===== config.mk =====
export PLATFORM = sky130hd
export DESIGN_NAME = load_memory_decoder
export DESIGN_NICKNAME = d
export VERILOG_FILES = /design/src/rtl/load_memory_decoder.sv
export SDC_FILE = /design/constraint.sdc
export NUM_CORES = 1
export LEC_CHECK = 0
export CAP_MARGIN = 20
export CORE_ASPECT_RATIO = 1.5
export CORE_MARGIN = 4
export CORE_UTILIZATION = 41
export DETAILED_ROUTE_END_ITERATION = 10
export PLACE_DENSITY_LB_ADDON = 0.05
export SYNTH_ARGS = -nofsm -noshare
export SYNTH_HDL_FRONTEND = slang
export SYNTH_SLANG_ARGS = --single-unit

===== constraint.sdc =====
create_clock -name clk -period 2.5 [get_ports clk]
set_input_delay 0.5 -clock clk [delete_from_list [all_inputs] [get_ports clk]]
set_output_delay 0.5 -clock clk [all_outputs]
set_load 0.02 [all_outputs]

===== src/rtl/load_memory_decoder.sv =====
// Load path between execute/LSU control and the data-memory port: issues a word-aligned
// read, then extracts and zero/sign-extends a byte, halfword or word from the returned word.
module load_memory_decoder #(
  parameter int XLEN = 32
) (
  input  logic            clk,
  input  logic            reset,
  input  logic            req_valid,
  output logic            req_ready,
  input  logic [1:0]      req_type_,
  input  logic            req_unsigned,
  input  logic [XLEN-1:0] req_addr,
  output logic            mem_valid,
  input  logic            mem_ready,
  output logic [XLEN-1:0] mem_addr,
  input  logic            mem_rvalid,
  input  logic [XLEN-1:0] mem_rdata,
  output logic            resp_valid,
  input  logic            resp_ready,
  output logic [XLEN-1:0] resp_data,
  output logic            misaligned_exception
);

  typedef enum logic [1:0] {
    IDLE = 2'd0,
    REQ  = 2'd1,
    WAIT = 2'd2,
    RESP = 2'd3
  } state_t;

  localparam logic [1:0] LOAD_B = 2'd0;
  localparam logic [1:0] LOAD_H = 2'd1;
  localparam logic [1:0] LOAD_W = 2'd2;

  state_t            state_r;
  logic [1:0]        type_r;
  logic              unsigned_r;
  logic [XLEN-1:0]   addr_r;

  // Reserved type 3 is reported as misaligned so it never reaches memory.
  function automatic logic is_misaligned(input logic [1:0] ty, input logic [1:0] off);
    logic m;
    case (ty)
      LOAD_B:  m = 1'b0;
      LOAD_H:  m = (off == 2'd3);
      LOAD_W:  m = (off != 2'd0);
      default: m = 1'b1;
    endcase
    return m;
  endfunction

  function automatic logic [XLEN-1:0] decode_load(input logic [1:0] ty, input logic uns,
                                                  input logic [1:0] off,
                                                  input logic [XLEN-1:0] rdata);
    logic [XLEN-1:0] shifted;
    logic [XLEN-1:0] r;
    shifted = rdata >> {off, 3'b000};
    case (ty)
      LOAD_B: begin
        if (uns) r = {{(XLEN-8){1'b0}}, shifted[7:0]};
        else     r = {{(XLEN-8){shifted[7]}}, shifted[7:0]};
      end
      LOAD_H: begin
        if (uns) r = {{(XLEN-16){1'b0}}, shifted[15:0]};
        else     r = {{(XLEN-16){shifted[15]}}, shifted[15:0]};
      end
      LOAD_W:  r = rdata;
      default: r = {XLEN{1'b0}};
    endcase
    return r;
  endfunction

  // The memory address is a direct function of the latched request, so it stays stable in REQ.
  assign mem_addr = {addr_r[XLEN-1:2], 2'b00};

  // Request/response FSM with all handshake outputs registered.
  always_ff @(posedge clk or posedge reset) begin
    if (reset) begin
      state_r              <= IDLE;
      type_r               <= 2'd0;
      unsigned_r           <= 1'b0;
      addr_r               <= {XLEN{1'b0}};
      req_ready            <= 1'b1;
      mem_valid            <= 1'b0;
      resp_valid           <= 1'b0;
      resp_data            <= {XLEN{1'b0}};
      misaligned_exception <= 1'b0;
    end else begin
      case (state_r)
        IDLE: begin
          if (req_valid) begin
            type_r     <= req_type_;
            unsigned_r <= req_unsigned;
            addr_r     <= req_addr;
            req_ready  <= 1'b0;
            if (is_misaligned(req_type_, req_addr[1:0])) begin
              state_r              <= RESP;
              resp_valid           <= 1'b1;
              resp_data            <= {XLEN{1'b0}};
              misaligned_exception <= 1'b1;
            end else begin
              state_r   <= REQ;
              mem_valid <= 1'b1;
            end
          end
        end
        REQ: begin
          if (mem_ready) begin
            mem_valid <= 1'b0;
            state_r   <= WAIT;
          end
        end
        WAIT: begin
          if (mem_rvalid) begin
            resp_data            <= decode_load(type_r, unsigned_r, addr_r[1:0], mem_rdata);
            misaligned_exception <= 1'b0;
            resp_valid           <= 1'b1;
            state_r              <= RESP;
          end
        end
        RESP: begin
          // req_ready returns only after the handshake edge, never within it.
          if (resp_ready) begin
            resp_valid           <= 1'b0;
            misaligned_exception <= 1'b0;
            req_ready            <= 1'b1;
            state_r              <= IDLE;
          end
        end
        default: begin
          state_r    <= IDLE;
          req_ready  <= 1'b1;
          mem_valid  <= 1'b0;
          resp_valid <= 1'b0;
        end
      endcase
    end
  end

endmodule


# ---- Word level (Yosys, flattened, before mapping)
# Cells that the tools add are included.
dict set report totals {
  register_bits 73
  inputBits 73
  out_inout_bits 68
  elab_cells 68
}
dict set report op_classes {
  eq_ne 14
  n_shift 1
  n_mux 30
  reduce_logical 14
}
# op n
set op_table {}
lappend op_table {{$mux W32} 5}
lappend op_table {{$pmux W32 S3} 1}
lappend op_table {{$pmux W32 S2} 1}
lappend op_table {{$shr A32 B5 Y16} 1}
lappend op_table {{$mux W1} 12}
lappend op_table {{$ne A2 B2 Y1 const B} 6}
lappend op_table {{$reduce_and A4 Y1} 3}
lappend op_table {{$eq A2 B2 Y1 const B} 5}
lappend op_table {{$mux W2} 5}
lappend op_table {{$pmux W1 S3} 3}
lappend op_table {{$pmux W2 S4} 1}
lappend op_table {{$reduce_bool A2 Y1} 4}
lappend op_table {{$eq A2 B1 Y1 const B} 3}
lappend op_table {{$logic_not A2 Y1} 3}
lappend op_table {{$reduce_and A5 Y1} 1}
lappend op_table {{$pmux W1 S2} 2}
lappend op_table {{$reduce_and A3 Y1} 1}
lappend op_table {{$reduce_bool A3 Y1} 1}
lappend op_table {{$reduce_and A2 Y1} 1}

# ---- Depth between registers and ports, before layout
dict set report logic_depth {
  depth_word 7
  ltp_mapped 7
  ltp_nobuf 6
}

# ---- Worst setup path before layout
# Ideal clock, no wire load.
dict set report synth_path {
  path_kind {reg2reg}
  from {reg state_r[0]}
  to {reg addr_r[0]}
  setup_time_ns 0.125
  arrival_time_ns 1.743
  required_time_ns 2.375
  setup_slack_ns 0.632
  path_stages_with_launch 7
  n_path_buf 2
  period_less_slack_ns 1.868
  path_cell_list {dfrtp_1 -> inv_1 -> ha_1 -> clkbuf_1 -> nand2_1 -> clkbuf_1 -> mux2_2}
}
dict set report synth_via {
  elab_chain_len 2
}
# item line
set synth_rtl {}
lappend synth_rtl {{start, declared} 35} ;# state_t state_r;
lappend synth_rtl {{start signal, assigned} 79} ;# state_r <= IDLE;
lappend synth_rtl {{start signal, assigned} 97} ;# state_r <= RESP;
lappend synth_rtl {{start signal, assigned} 102} ;# state_r <= REQ;
lappend synth_rtl {{$logic_not A2 Y1} 89} ;# case (state_r)
lappend synth_rtl {{$reduce_and A2 Y1 (no source line)} --}
lappend synth_rtl {{end signal, assigned} 82} ;# addr_r <= {XLEN{1'b0}};
lappend synth_rtl {{end signal, assigned} 94} ;# addr_r <= req_addr;
lappend synth_rtl {{end, declared} 38} ;# logic [XLEN-1:0] addr_r;
# No other way between the ends.
# A chain may end at the register's enable or synchronous reset.

# ---- Worst setup path in the final report
dict set report layout_path {
  from {in mem_rdata[31]}
  to {reg resp_data[29]}
}
dict set report layout_via {
  elab_chain_len 5
  elab_cells_between_ends 6
  classes_between {shift (1); mux (5)}
}
# item line
set layout_rtl {}
lappend layout_rtl {{start, declared} 17} ;# input logic [XLEN-1:0] mem_rdata,
lappend layout_rtl {{$shr A32 B5 Y16 *} 57} ;# shifted = rdata >> {off, 3'b000};
lappend layout_rtl {{$mux W32, on equally long branches} {64, 60}}
lappend layout_rtl {{$pmux W32 S3 *} 58} ;# case (ty)
lappend layout_rtl {{$mux W32 *} 114} ;# if (mem_rvalid) begin
lappend layout_rtl {{$pmux W32 S2 *} 89}
lappend layout_rtl {{end signal, assigned} 86} ;# resp_data <= {XLEN{1'b0}};
lappend layout_rtl {{end signal, assigned} 99} ;# resp_data <= {XLEN{1'b0}};
lappend layout_rtl {{end signal, assigned} 115} ;# resp_data <= decode_load(type_r, unsigned_r, addr_r[1:0], mem_rdata);
lappend layout_rtl {{end, declared} 20} ;# output logic [XLEN-1:0] resp_data,
# Every way passes the cells marked *; elsewhere a longest branch is shown, timed or not. The select of a mux whose other input is x is not followed.

==> reports/results.txt <==
Die Width - 88.3 um
leading area contributor after synthesis - dfrtp_1
min cycle time layout - 2070 ps
ys async rst share - 1.00
Pint - 0.00462 W
Clock Tree Root - clkbuf_16
P_leak - 2.39 nW
Final ANT Viol Nets - 0
fin cells - 581
hold buffer count at CTS - 0
total chip power - 0.00754 W
Final Hold Fails - 0
nets - 542
Yosys reg bits - 73
WL per Instance - 18.3 um
Power Density - 1350 nW/um2
CTS tree - done
via-per-instance ratio - 5.36
worst ir drop on vdd - 691 uV
post-synth cell types - 43
CTS resizes - 0
Yosys top cell area share - 0.454
Num CTS Buffers - 9
number of cell rows - 43
Crit Path Max Fanout - 16
initial antenna violation count - 0
Antenna diodes - 0
clk_lat worst skew - 330 ps
startpoint types - primary input
WP data arrival - 2290 ps
pin count of the biggest net entering global routing - 41
outcome - complete, no violations
TNS Setup - 0 ps
hpwl dp - 7920 um
slowest CP cell - mux4_2
Die ar. - 11,300 um2
maximum clock path buffer count - 2
DRC - 0
GP Congestion - 0.836
sequential share of power - 0.280
Slew Viols, Final - 0
clock skew after layout - 3.81 ps
Clock Pin Slew Worst Setup and Hold Paths - 60 ps
worst setup margin - 431 ps
fin crit share - 0.828
first-pass GRT wire length - 16,400 um
final-report setup violation count - 0
Worst Path Buf+Inv - 2
synthesized area - 3970 um2
Crit. End Element - flip-flop
total number of yosys warnings - 0
worst slew pin tran - 559 ps
final core area utilization - 0.595
Total Wirelength - 10,600 um
Via Count - 3,117
Die Y - 128 um
Synth Flop Type - dfrtp_1
Post-synth EDFFs - 0
Max Clk Rate - 483 MHz
sequential share of the synthesized area - 0.461
count leader, synth - dfrtp_1
core area - 9360 um2
Clk pwr share - 0.174
Crit path largest cell delay - 530 ps
switching power total - 0.00292 W
number of DRC markers in iteration 0 - 143
Max transition margin - 0.627
Fillers - 828
Cells after DPL - 565
IO Pins - 141
number of global-route vias before repair - 3,334
synth cell count leaders - 72 x dfrtp_1, 48 x nand2_1, 45 x mux2_2
H-tree levels - 3
min-delay worst type - in2async
top cells by area, synth - dfrtp_1 45%, mux2_2 13%, buf_4 6.1%
P&R area growth vs syn - 40.4%
CP delay by family, top - buffers and inverters
starting density of the core - 0.424
drt pass-1 iters - 4
WS Path Type - in2reg
Overflow after GRT - 0
All-Layer GR Usage - 0.190
Max-cap violations - 0
critical path, cell by cell - clkdlybuf4s50_1 -> mux4_2 -> a221oi_4 -> buf_12 -> o21ai_0 -> a22o_1
critical path required time - 2720 ps
Num Clock Sinks - 73
Mapped Cells - 356
switching fraction of total power - 0.387
IO buf count - 138
layout cells sized above 1 - 0.175
power share of the combinational group - 0.546
Post-CTS Setup Repair Bufs - 0
unrepaired setup endpoints after global routing - false
syn avg cell area - 11.1 um2
DP Worst Slack - 79.7 ps
-- stage by stage --
step | hold slack, ps | cell area [um2]
6_report | 468 | 5570
5_1_grt | 511 | 5570
4_1_cts | 478 | 5570
3_5_place_dp | 492 | 5260
3_3_place_gp | 486 | 5260
2_1_floorplan | 481 | 3970
-- final timing paths --
kind	start	endpoint	slack [ps]	depth (start not counted)
max	mem_rdata[31]	resp_data[29]$_DFFE_PP0P_	430	6
min	reset	addr_r[9]$_DFFE_PP0P_	470	2
max reg2reg	state_r[0]$_DFFE_PP0P_	resp_data[23]$_DFFE_PP0P_	480	6
min reg2reg	addr_r[17]$_DFFE_PP0P_	addr_r[17]$_DFFE_PP0P_	500	1
max in group asynchronous	reset	req_ready$_DFFE_PP1P_	1430	3
min in group clk	addr_r[17]$_DFFE_PP0P_	addr_r[17]$_DFFE_PP0P_	500	1
-- registers in the layout (all words and copies together) (netlist names) --
name and count:
addr_r 32, resp_data 32, state_r 2, type_r 2, mem_valid 1, misaligned_exception 1, req_ready 1, resp_valid 1
unsigned_r 1
-- logic make-up (layout without fill, tap and decap cells) --
kind of cell,after synthesis,in the layout,synth area share
compound gates,75,75,0.155
fa+ha+maj,5,5,0.0158
buf+inv,62,174,0.0991
flops,73,73,0.461
mux,63,63,0.179
other cells,1,2,0.000945
simple gates,77,77,0.0890
-- power groups by stage --
stage          Combinational, W  Sequential [W]  Clock, W
6_report                0.00412         0.00211   0.00132
5_1_grt                 0.00443         0.00218   0.00141
4_1_cts                 0.00415         0.00212   0.00136
3_5_place_dp            0.00414         0.00213         0
3_3_place_gp            0.00410         0.00211         0
2_1_floorplan           0.00269         0.00230         0
-- area by class of cell --
type	instances	area, um2	area share
sequential	73	1830	0.328
multi-input combinational	222	1750	0.314
timing repair buffer	151	1520	0.272
clock buffer	12	256	0.0461
tap	112	140	0.0252
clock inverter	4	51.3	0.00921
inverter	7	26.3	0.00472
-- layer usage --
| metal | routed length [um] | share of wire | vias to the layer above | global-route usage |
|---|---|---|---|---|
| met1 | 3910 | 0.37 | 1511 | 0.214 |
| met3 | 855 | 0.081 | 23 | 0.0570 |
| met4 | 262 | 0.025 | 0 | 0.0836 |
| met2 | 5580 | 0.53 | 128 | 0.326 |
| li1 | - | - | 1455 | - |
| met5 | 0 | 0 | - | 0 |
-- cell usage in the layout (no fill, tap or decap), types with 2 or more instances in the layout --
cell type	count
nand2_1	48
clkbuf_8	2
a21o_1	2
buf_12	3
a32o_1	15
o221ai_1	7
a22o_1	18
ha_1	5
clkbuf_16	9
o21ai_1	10
clkdlybuf4s50_1	138
nor2_1	6
conb_1	2
nand2b_1	11
mux2_2	45
a21oi_1	5
dfrtp_1	72
o21ai_0	8
nand3_1	2
mux2i_1	16
nor2b_1	3
mux4_2	2
inv_1	6
buf_4	10
No activity file was read; power rests on OpenSTA's default activity.
